## src/rtl/data_pkg.sv

```systemverilog
// Shared definitions for the data_packer slice.
//   SYM_W       : width of one decoder symbol {d1,d0}
//   sym_t       : one decoder symbol
//   acc_state_t : accumulator FSM states
//   cnt_width() : width of the out_cnt port for a given symbols-per-word
package data_pkg;

  localparam int unsigned SYM_W = 2;

  typedef logic [SYM_W-1:0] sym_t;

  typedef enum logic {
    ST_EMPTY,
    ST_FILL
  } acc_state_t;

  // out_cnt must hold values 0..syms inclusive
  function automatic int unsigned cnt_width(input int unsigned syms);
    return $clog2(syms) + 1;
  endfunction

endpackage

```

## src/rtl/data_packer_fifo.sv

```systemverilog
// Small synchronous FIFO with count-based full/empty and asynchronous reset.
// Ports:
//   clk, rst   : clock (rising edge), asynchronous active-high reset
//   push       : write push_data (accepted when not full, or when a pop
//                happens in the same cycle)
//   push_data  : entry to write
//   pop        : remove the head entry (ignored when empty)
//   head       : current head entry (raw storage, only meaningful when !empty)
//   empty/full : occupancy flags derived from the count register
module data_packer_fifo
  import data_pkg::*;
#(
  parameter int unsigned W     = 8,
  parameter int unsigned DEPTH = 4
) (
  input  logic         clk,
  input  logic         rst,
  input  logic         push,
  input  logic [W-1:0] push_data,
  input  logic         pop,
  output logic [W-1:0] head,
  output logic         empty,
  output logic         full
);

  localparam int unsigned PTR_W = $clog2(DEPTH);

  logic [W-1:0]     mem [DEPTH];
  logic [PTR_W-1:0] wptr;
  logic [PTR_W-1:0] rptr;
  logic [PTR_W:0]   count;
  logic             do_push;
  logic             do_pop;

  assign empty   = (count == '0);
  assign full    = (count == (PTR_W + 1)'(DEPTH));
  assign do_pop  = pop & ~empty;
  // a pop in the same cycle frees the slot a full FIFO needs
  assign do_push = push & (~full | do_pop);
  assign head    = mem[rptr];

  always_ff @(posedge clk or posedge rst) begin
    if (rst) begin
      wptr  <= '0;
      rptr  <= '0;
      count <= '0;
    end else begin
      if (do_push) wptr <= wptr + PTR_W'(1);
      if (do_pop)  rptr <= rptr + PTR_W'(1);
      case ({do_push, do_pop})
        2'b10:   count <= count + (PTR_W + 1)'(1);
        2'b01:   count <= count - (PTR_W + 1)'(1);
        default: count <= count;
      endcase
    end
  end

  always_ff @(posedge clk) begin
    if (do_push) mem[wptr] <= push_data;
  end

endmodule

```

## src/rtl/data_packer.sv

```systemverilog
// Packs 2-bit decoder symbols {d1,d0} LSB-first into words and buffers them
// in a FIFO presented on a valid/ready interface. No input back-pressure:
// words arriving while the FIFO is full are dropped and flagged.
// Ports:
//   clk, rst           : clock (rising edge), asynchronous active-high reset
//   in_valid, d1, d0   : symbol input, sampled when in_valid=1
//   flush              : push the partial word now, zero-padded
//   out_valid/out_ready: output handshake, pop when both high
//   out_word, out_cnt  : head word and its valid symbol count (0 when idle)
//   overflow           : sticky, a word has been dropped
//   out_par            : even parity of out_word (only with
//                        DATA_PACKER_PARITY_EN defined)
module data_packer
  import data_pkg::*;
#(
  parameter int unsigned SYMS_PER_WORD = 4,
  parameter int unsigned DEPTH         = 4
) (
  input  logic                                   clk,
  input  logic                                   rst,
  input  logic                                   in_valid,
  input  logic                                   d1,
  input  logic                                   d0,
  input  logic                                   flush,
  output logic                                   out_valid,
  input  logic                                   out_ready,
  output logic [SYM_W*SYMS_PER_WORD-1:0]         out_word,
  output logic [cnt_width(SYMS_PER_WORD)-1:0]    out_cnt,
  output logic                                   overflow
`ifdef DATA_PACKER_PARITY_EN
  ,
  output logic                                   out_par
`endif
);

  localparam int unsigned WORD_W = SYM_W * SYMS_PER_WORD;
  localparam int unsigned CNT_W  = cnt_width(SYMS_PER_WORD);
  localparam int unsigned IDX_W  = $clog2(SYMS_PER_WORD);
`ifdef DATA_PACKER_PARITY_EN
  localparam int unsigned ENTRY_W = WORD_W + CNT_W + 1;
`else
  localparam int unsigned ENTRY_W = WORD_W + CNT_W;
`endif

  acc_state_t         state, state_nx;
  logic [IDX_W-1:0]   idx, idx_nx;
  logic [WORD_W-1:0]  acc, acc_nx;
  logic [WORD_W-1:0]  word_in;
  logic [CNT_W-1:0]   cnt_in;
  logic               complete;
  logic               push;
  logic               pop;
  logic               full;
  logic               empty;
  logic [ENTRY_W-1:0] entry_in;
  logic [ENTRY_W-1:0] entry_out;

  always_ff @(posedge clk or posedge rst) begin
    if (rst) begin
      state    <= ST_EMPTY;
      idx      <= '0;
      acc      <= '0;
      overflow <= 1'b0;
    end else begin
      state    <= state_nx;
      idx      <= idx_nx;
      acc      <= acc_nx;
      overflow <= overflow | (push & full & ~pop);
    end
  end

  always_comb begin
    // current symbol is merged first so a same-cycle flush includes it
    word_in = acc;
    if (in_valid) word_in[idx*SYM_W +: SYM_W] = sym_t'({d1, d0});
    complete = in_valid && (idx == IDX_W'(SYMS_PER_WORD - 1));
    push     = complete || (flush && ((state == ST_FILL) || in_valid));
    cnt_in   = complete ? CNT_W'(SYMS_PER_WORD) : (CNT_W'(idx) + CNT_W'(in_valid));

    state_nx = state;
    idx_nx   = idx;
    acc_nx   = acc;
    // accumulator restarts on every push, even a dropped one
    if (push) begin
      state_nx = ST_EMPTY;
      idx_nx   = '0;
      acc_nx   = '0;
    end else if (in_valid) begin
      state_nx = ST_FILL;
      idx_nx   = idx + IDX_W'(1);
      acc_nx   = word_in;
    end
  end

`ifdef DATA_PACKER_PARITY_EN
  assign entry_in = {^word_in, cnt_in, word_in};
`else
  assign entry_in = {cnt_in, word_in};
`endif

  assign out_valid = ~empty;
  assign pop       = out_valid & out_ready;

  data_packer_fifo #(
    .W     (ENTRY_W),
    .DEPTH (DEPTH)
  ) u_fifo (
    .clk       (clk),
    .rst       (rst),
    .push      (push),
    .push_data (entry_in),
    .pop       (pop),
    .head      (entry_out),
    .empty     (empty),
    .full      (full)
  );

  always_comb begin
    out_word = '0;
    out_cnt  = '0;
`ifdef DATA_PACKER_PARITY_EN
    out_par  = 1'b0;
    if (!empty) {out_par, out_cnt, out_word} = entry_out;
`else
    if (!empty) {out_cnt, out_word} = entry_out;
`endif
  end

endmodule

```

## config.mk

```make
export PLATFORM = sky130hd
export DESIGN_NAME = data_packer
export DESIGN_NICKNAME = d
export VERILOG_FILES = /design/src/rtl/data_pkg.sv /design/src/rtl/data_packer_fifo.sv /design/src/rtl/data_packer.sv
export SDC_FILE = /design/constraint.sdc
export NUM_CORES = 1
export LEC_CHECK = 0
export ABC_AREA = 1
export CAP_MARGIN = 40
export CORE_UTILIZATION = 43
export DETAILED_ROUTE_END_ITERATION = 6
export HOLD_SLACK_MARGIN = 0.05
export MAX_ROUTING_LAYER = met4
export PLACE_DENSITY = 0.67
export SKIP_LAST_GASP = 1
export SLEW_MARGIN = 20
export SYNTH_ARGS = -nofsm -noshare
export SYNTH_HDL_FRONTEND = slang
export SYNTH_HIERARCHICAL = 1
export SYNTH_SLANG_ARGS = --single-unit
```

## constraint.sdc

```tcl
create_clock -name clk -period 1.95 [get_ports clk]
set_clock_uncertainty 0.05 [all_clocks]
set_input_delay 0.39 -clock clk [delete_from_list [all_inputs] [get_ports clk]]
set_output_delay 0.39 -clock clk [all_outputs]
set_load 0.02 [all_outputs]
```

After elaboration in Yosys (flattened, before gate mapping) --
Memories as Yosys holds them, arrays and structs flattened. Index checks and enable logic that the tools add are counted.
Storage, ports and cells: bits in registers 19, latch bits 0, bits in writable memories 44, memory bits (read-only) 0, output and inout port bits 13, memories kept 1
Memories:
- u_fifo.mem | depth 4, width 11, rd ports 1, clocked after Yosys merged registers in 0, wr ports 1, RTL line data_packer_fifo.sv:28 | logic [W-1:0] mem [DEPTH];
Operators by class: add/subtract/negate cells 7, multiply operators 0, divide/modulo/power cells 0, magnitude comparators 0, equal/unequal tests 4, shift operators 2, mux-type cells 14, bitwise gates (word level) 10, reduce and logical (&&, ||, !) cells 7
Operators by type and width (count):
- negation 3 -> 34 bit | 1
- variable shift 2 x 34 -> 8 bit, first input constant | 1
- indexed part select 2 x 34 -> 8 bit | 1
- two-way mux 8 bit | 4
- bitwise mux 8 bit | 1
- adder 2 x 1 -> 2 bit, second input constant | 3
- two-way mux 3 bit | 2
- case mux 3 bit (2 select lines) | 1
- AND 1 bit | 5
- == test 2 bit, second input constant | 2
- two-way mux 1 bit | 4
- two-way mux 2 bit | 2
- nonzero test 2 bit | 2
- adder 2 x 1 -> 3 bit | 1
- adder 3 x 1 -> 3 bit, second input constant | 1
- == test 3 bit, second input constant | 1
- zero test 3 bit | 1
- inverter 1 bit | 3
- subtractor 3 x 1 -> 3 bit, second input constant | 1
- == test 2 x 1 -> 1 bit, second input constant | 1
- logical AND 1 bit | 2
- logical OR 1 bit | 2
- OR 1 bit | 2

Longest topological paths before layout --
depth after elaboration 8, gate-level depth with buffers 13, depth with buffers taken out 13

Hierarchy --
The synthesis kept the hierarchy.
Modules (own cells, without submodules):
- data_packer_fifo | times used 1, cells an instance 163, area an instance 2092.0 µm², sequential area each 1496.4 µm²
- data_packer | times used 1, cells an instance 123, area an instance 845.8 µm², sequential area each 300.3 µm²

Worst setup path before layout --
No wires, ideal clock.
path kind register to register, start register u_fifo.count[0], end memory u_fifo/mem[0][0] in the netlist's numbering (enable), arrival time 1.608 ns, data required time 1.522 ns, slack -0.087 ns, stages on the path, launching flop included 9, path buffers 0, path through dfrtp_1 nor2_4 nand2_2 inv_1 inv_1 nand2_1 inv_1 o21ai_4 nor2_1
Between the ends: cells in the longest elaborated chain, start to end 8, elaborated cells on any way between the ends 10, classes of those cells 1 x eq/ne; 2 x mux; 6 x bitwise; 1 x reduce/logical
RTL lines:
- start, declared | RTL line data_packer_fifo.sv:31 | logic [PTR_W:0] count;
- start signal, assigned | RTL line data_packer_fifo.sv:51 | 2'b10: count <= count + (PTR_W + 1)'(1);
- start signal, assigned | RTL line data_packer_fifo.sv:52 | 2'b01: count <= count - (PTR_W + 1)'(1);
- start signal, assigned | RTL line data_packer_fifo.sv:53 | default: count <= count;
- zero test 3 bit | RTL line data_packer_fifo.sv:35 | assign empty = (count == '0);
- net empty | RTL line data_packer.sv:54 | logic empty;
- inverter 1 bit | RTL line data_packer.sv:101 | assign out_valid = ~empty;
- net out_valid | RTL line data_packer.sv:25 | output logic out_valid,
- AND 1 bit | RTL line data_packer.sv:102 | assign pop = out_valid & out_ready;
- net pop | RTL line data_packer.sv:52 | logic pop;
- AND 1 bit | RTL line data_packer_fifo.sv:37 | assign do_pop = pop & ~empty;
- OR 1 bit | RTL line data_packer_fifo.sv:39 | assign do_push = push & (~full | do_pop);
- AND 1 bit | RTL line data_packer_fifo.sv:39
- two-way mux 1 bit | RTL line data_packer_fifo.sv:59 | if (do_push) mem[wptr] <= push_data;
- two-way mux 1 bit (not written as such) | RTL line data_packer_fifo.sv:59
- end, declared | RTL line data_packer_fifo.sv:28
The timed path passes the listed nets, and every way through them passes these cells.

Worst setup path after layout --
start register u_fifo.rptr[0], end output port out_word[1]
Between the ends: cells in the longest elaborated chain, start to end 2
RTL lines:
- start, declared | RTL line data_packer_fifo.sv:30 | logic [PTR_W-1:0] rptr;
- start signal, assigned | RTL line data_packer_fifo.sv:49 | if (do_pop) rptr <= rptr + PTR_W'(1);
- memory (4 x 11 bit)
- net entry_out[1] | RTL line data_packer.sv:56 | logic [ENTRY_W-1:0] entry_out;
- two-way mux 8 bit | RTL line data_packer.sv:125 | if (!empty) {out_cnt, out_word} = entry_out;
- end, declared | RTL line data_packer.sv:27 | output logic [SYM_W*SYMS_PER_WORD-1:0] out_word,
The timed path passes the listed nets, and every way through them passes these cells.

==> results.yml <==
status:
  status: "finished with violations"
  violations: "setup timing"
clocking:
  clock_latency_ns: 0.33
  cts-root-buf: "clkbuf_8"
  cts_tree: "done"
  numCtsBuffers: 9
  clockBufferDepth: 2
  path_clk_slew_ns: 0.07
  cts_hold_buf: 0
  cts.sinks: 63
  htree_levels: 3
timing:
  hold_ws_ns: 0.2725
  slew_viol_final: 0
  fmax_ghz: 0.4973
  relSlewSlack_pct: 66.10
  setup_viol: 11
  worst_pin_slew_ns: 0.5080
  finalCriticalPeriod_ns: 2.011
  rsz0062_at_grt: "true"
  final-hold-violation-count: 0
  setup_ws_ns: -0.06080
  min_period_over_period_pct: 103.1
pwr:
  p_per_area_nw_per_um2: 1514
  power_leakage_uw: 0.001704
  p_total_uw: 5657
  ir_worst_vdd_mv: 0.7971
global_route:
  grt_max_degree: 13
  grt_first_pass_wirelength_um: 9901
  grt-ovfl-total: 0
  grt_pass1_vias: 2048
  antenna_found_initial: 0
  gr-usage-all-layers_pct: 19.07
logic_synthesis:
  synth.net_count: 305
  yosysSeqAreaShare_pct: 61.16
  ys_seq_elements: 63
  synth_top_area_share_pct: 44.97
  synth_top_area_cell: "edfxtp_1"
  synthCells: 286
  yosys_warnings: 6
  synth_area_um2: 2938
  syn-mean-instance-area_um2: 10.27
  synth_cell_type_count: 28
  synthTopCellsByArea: "edfxtp_1 (45%), dfrtp_1 (16%), nor2_1 (6.4%)"
place:
  placed_area_um2: 3433
  io_buffer_count: 19
  hpwl_um: 4174
  gp_congestion: 0.7968
route:
  finalWirelength_um: 5913
  wl_per_cell_um: 13.78
  dr_total_vias: 2082
  drc_errors: 0
  firstDrtPassIters: 4
  viasPerCell: 4.853
  ant_nets: 0
  initialDrtViolationCount: 92
finish:
  diodes: 0
  final_cell_mix: "edfxtp_1 (44), nor2_1 (43), nand2_1 (41), buf_4 (41), inv_1 (36)"
  fillers: 567
  area_growth_syn_to_layout_pct: 27.21
  drive_above_1_share_pct: 28.41
  fin_util_pct: 57.87
  nets: 366
  stdcell_area_um2: 3737
  final_common_cell: "edfxtp_1"
critical_path:
  crit_type: "reg -> out"
  critPathArrivalTime_ns: 1.57
  r2r_setup_slack_ns: 0.12
  crit_fanout: 6
  critPathCaptureType: "output pin"
  r2r-start: "idx[0]"
  worstSetupStartpoint: "u_fifo/rptr[0]"
  startpoint_type: "register"
  worstPathRequired_ns: 1.51
floorplan:
  io_pins: 20
  start_util_pct: 45.49
  coreArea_um2: 6459
  rows: 29
  fp.dieH_um: 84.66
  die-area_um2: 7166
  dieWidth_um: 84.66
worst_hold_path:
  min_path_type: "in -> async"
run:
  drv_cap: 0
## layer usage
metal  up-vias  track usage, %  routed length, um
li1       1059               -                  -
met1       978           24.40               2724
met2        33           29.12               2895
met3        12           3.245                178
met4         0           10.32                114
met5         -               -                  0
## area by class of cell
cell class	instances	area [um^2]	area share, %
Inverter	41	156.4	4.185
Timing Repair Buffer	58	503.0	13.46
Clock buffer	11	131.4	3.515
Sequential cell	63	1797	48.07
Tap cell	77	96.34	2.578
Clock inverter	5	48.80	1.306
Multi-Input combinational cell	174	1005	26.88
## cells in the mapped netlist (all sizes together)
master  number
nand4        2
nand3b       1
a21oi        9
clkbuf       3
fa           1
edfxtp      44
xor2         2
o22ai       11
buf          5
o21ai       27
ha          11
or2          1
inv         41
nand3        7
nand2       50
nor2        52
dfrtp       19
## worst max-delay path, cell delays in order (launching register included)
cell     delay, ns
dfrtp_1       0.43
buf_6         0.14
buf_6         0.12
buf_4         0.14
nor2_4        0.10
o22ai_2       0.07
inv_1         0.06
nor2_1        0.04
buf_4         0.14
## power by group
group / leakage [uW] / switching (uW) / internal [uW] / total (uW)
combinational: 0.000959 / 1550 / 1210 / 2760
sequential: 0.000651 / 118 / 1730 / 1850
clock: 0.0000945 / 471 / 580 / 1050
## state kept, by name, indices dropped and copies added (netlist names)
register	cells
acc	8
idx	2
overflow	1
state	1
u_fifo/count	3
u_fifo/mem	44
u_fifo/rptr	2
u_fifo/wptr	2
## through the flow
stage,setup slack (ns),instances,setup TNS [ns]
after detailed placement,-0.2697,406,-10.86
after floorplan,-0.08675,286,-3.817
after CTS,-0.1608,424,-0.3734
after global routing,-0.1442,429,-1.370
after global placement,-0.2246,406,-10.14
final,-0.06080,429,-0.2952
## worst paths after layout
kind,endpoint,depth (start not counted)
hold / removal,u_fifo/rptr[0],2
setup / recovery,out_word[1],8
hold reg to reg,overflow,2
setup reg to reg,u_fifo/count[1],8
max in group asynchronous,acc[6],2
min in group clk,overflow,2
## kinds of logic after synthesis
| logic type | Yosys count | share of synthesized area (%) |
|---|---|---|
| buf+inv | 49 | 6.729 |
| xor+xnor | 2 | 0.5964 |
| simple gates | 113 | 16.78 |
| fa+ha+maj | 12 | 5.366 |
| flops | 63 | 61.16 |
| compound gates | 47 | 9.370 |
## timing repair
item	4_1_cts	5_1_grt
gates resized for setup	60	39
buffers inserted	2	4
gates cloned	0	1
setup endpoints to repair	12	23
pin swaps	5	9
Note: power is estimated with default switching activity, not from simulation.
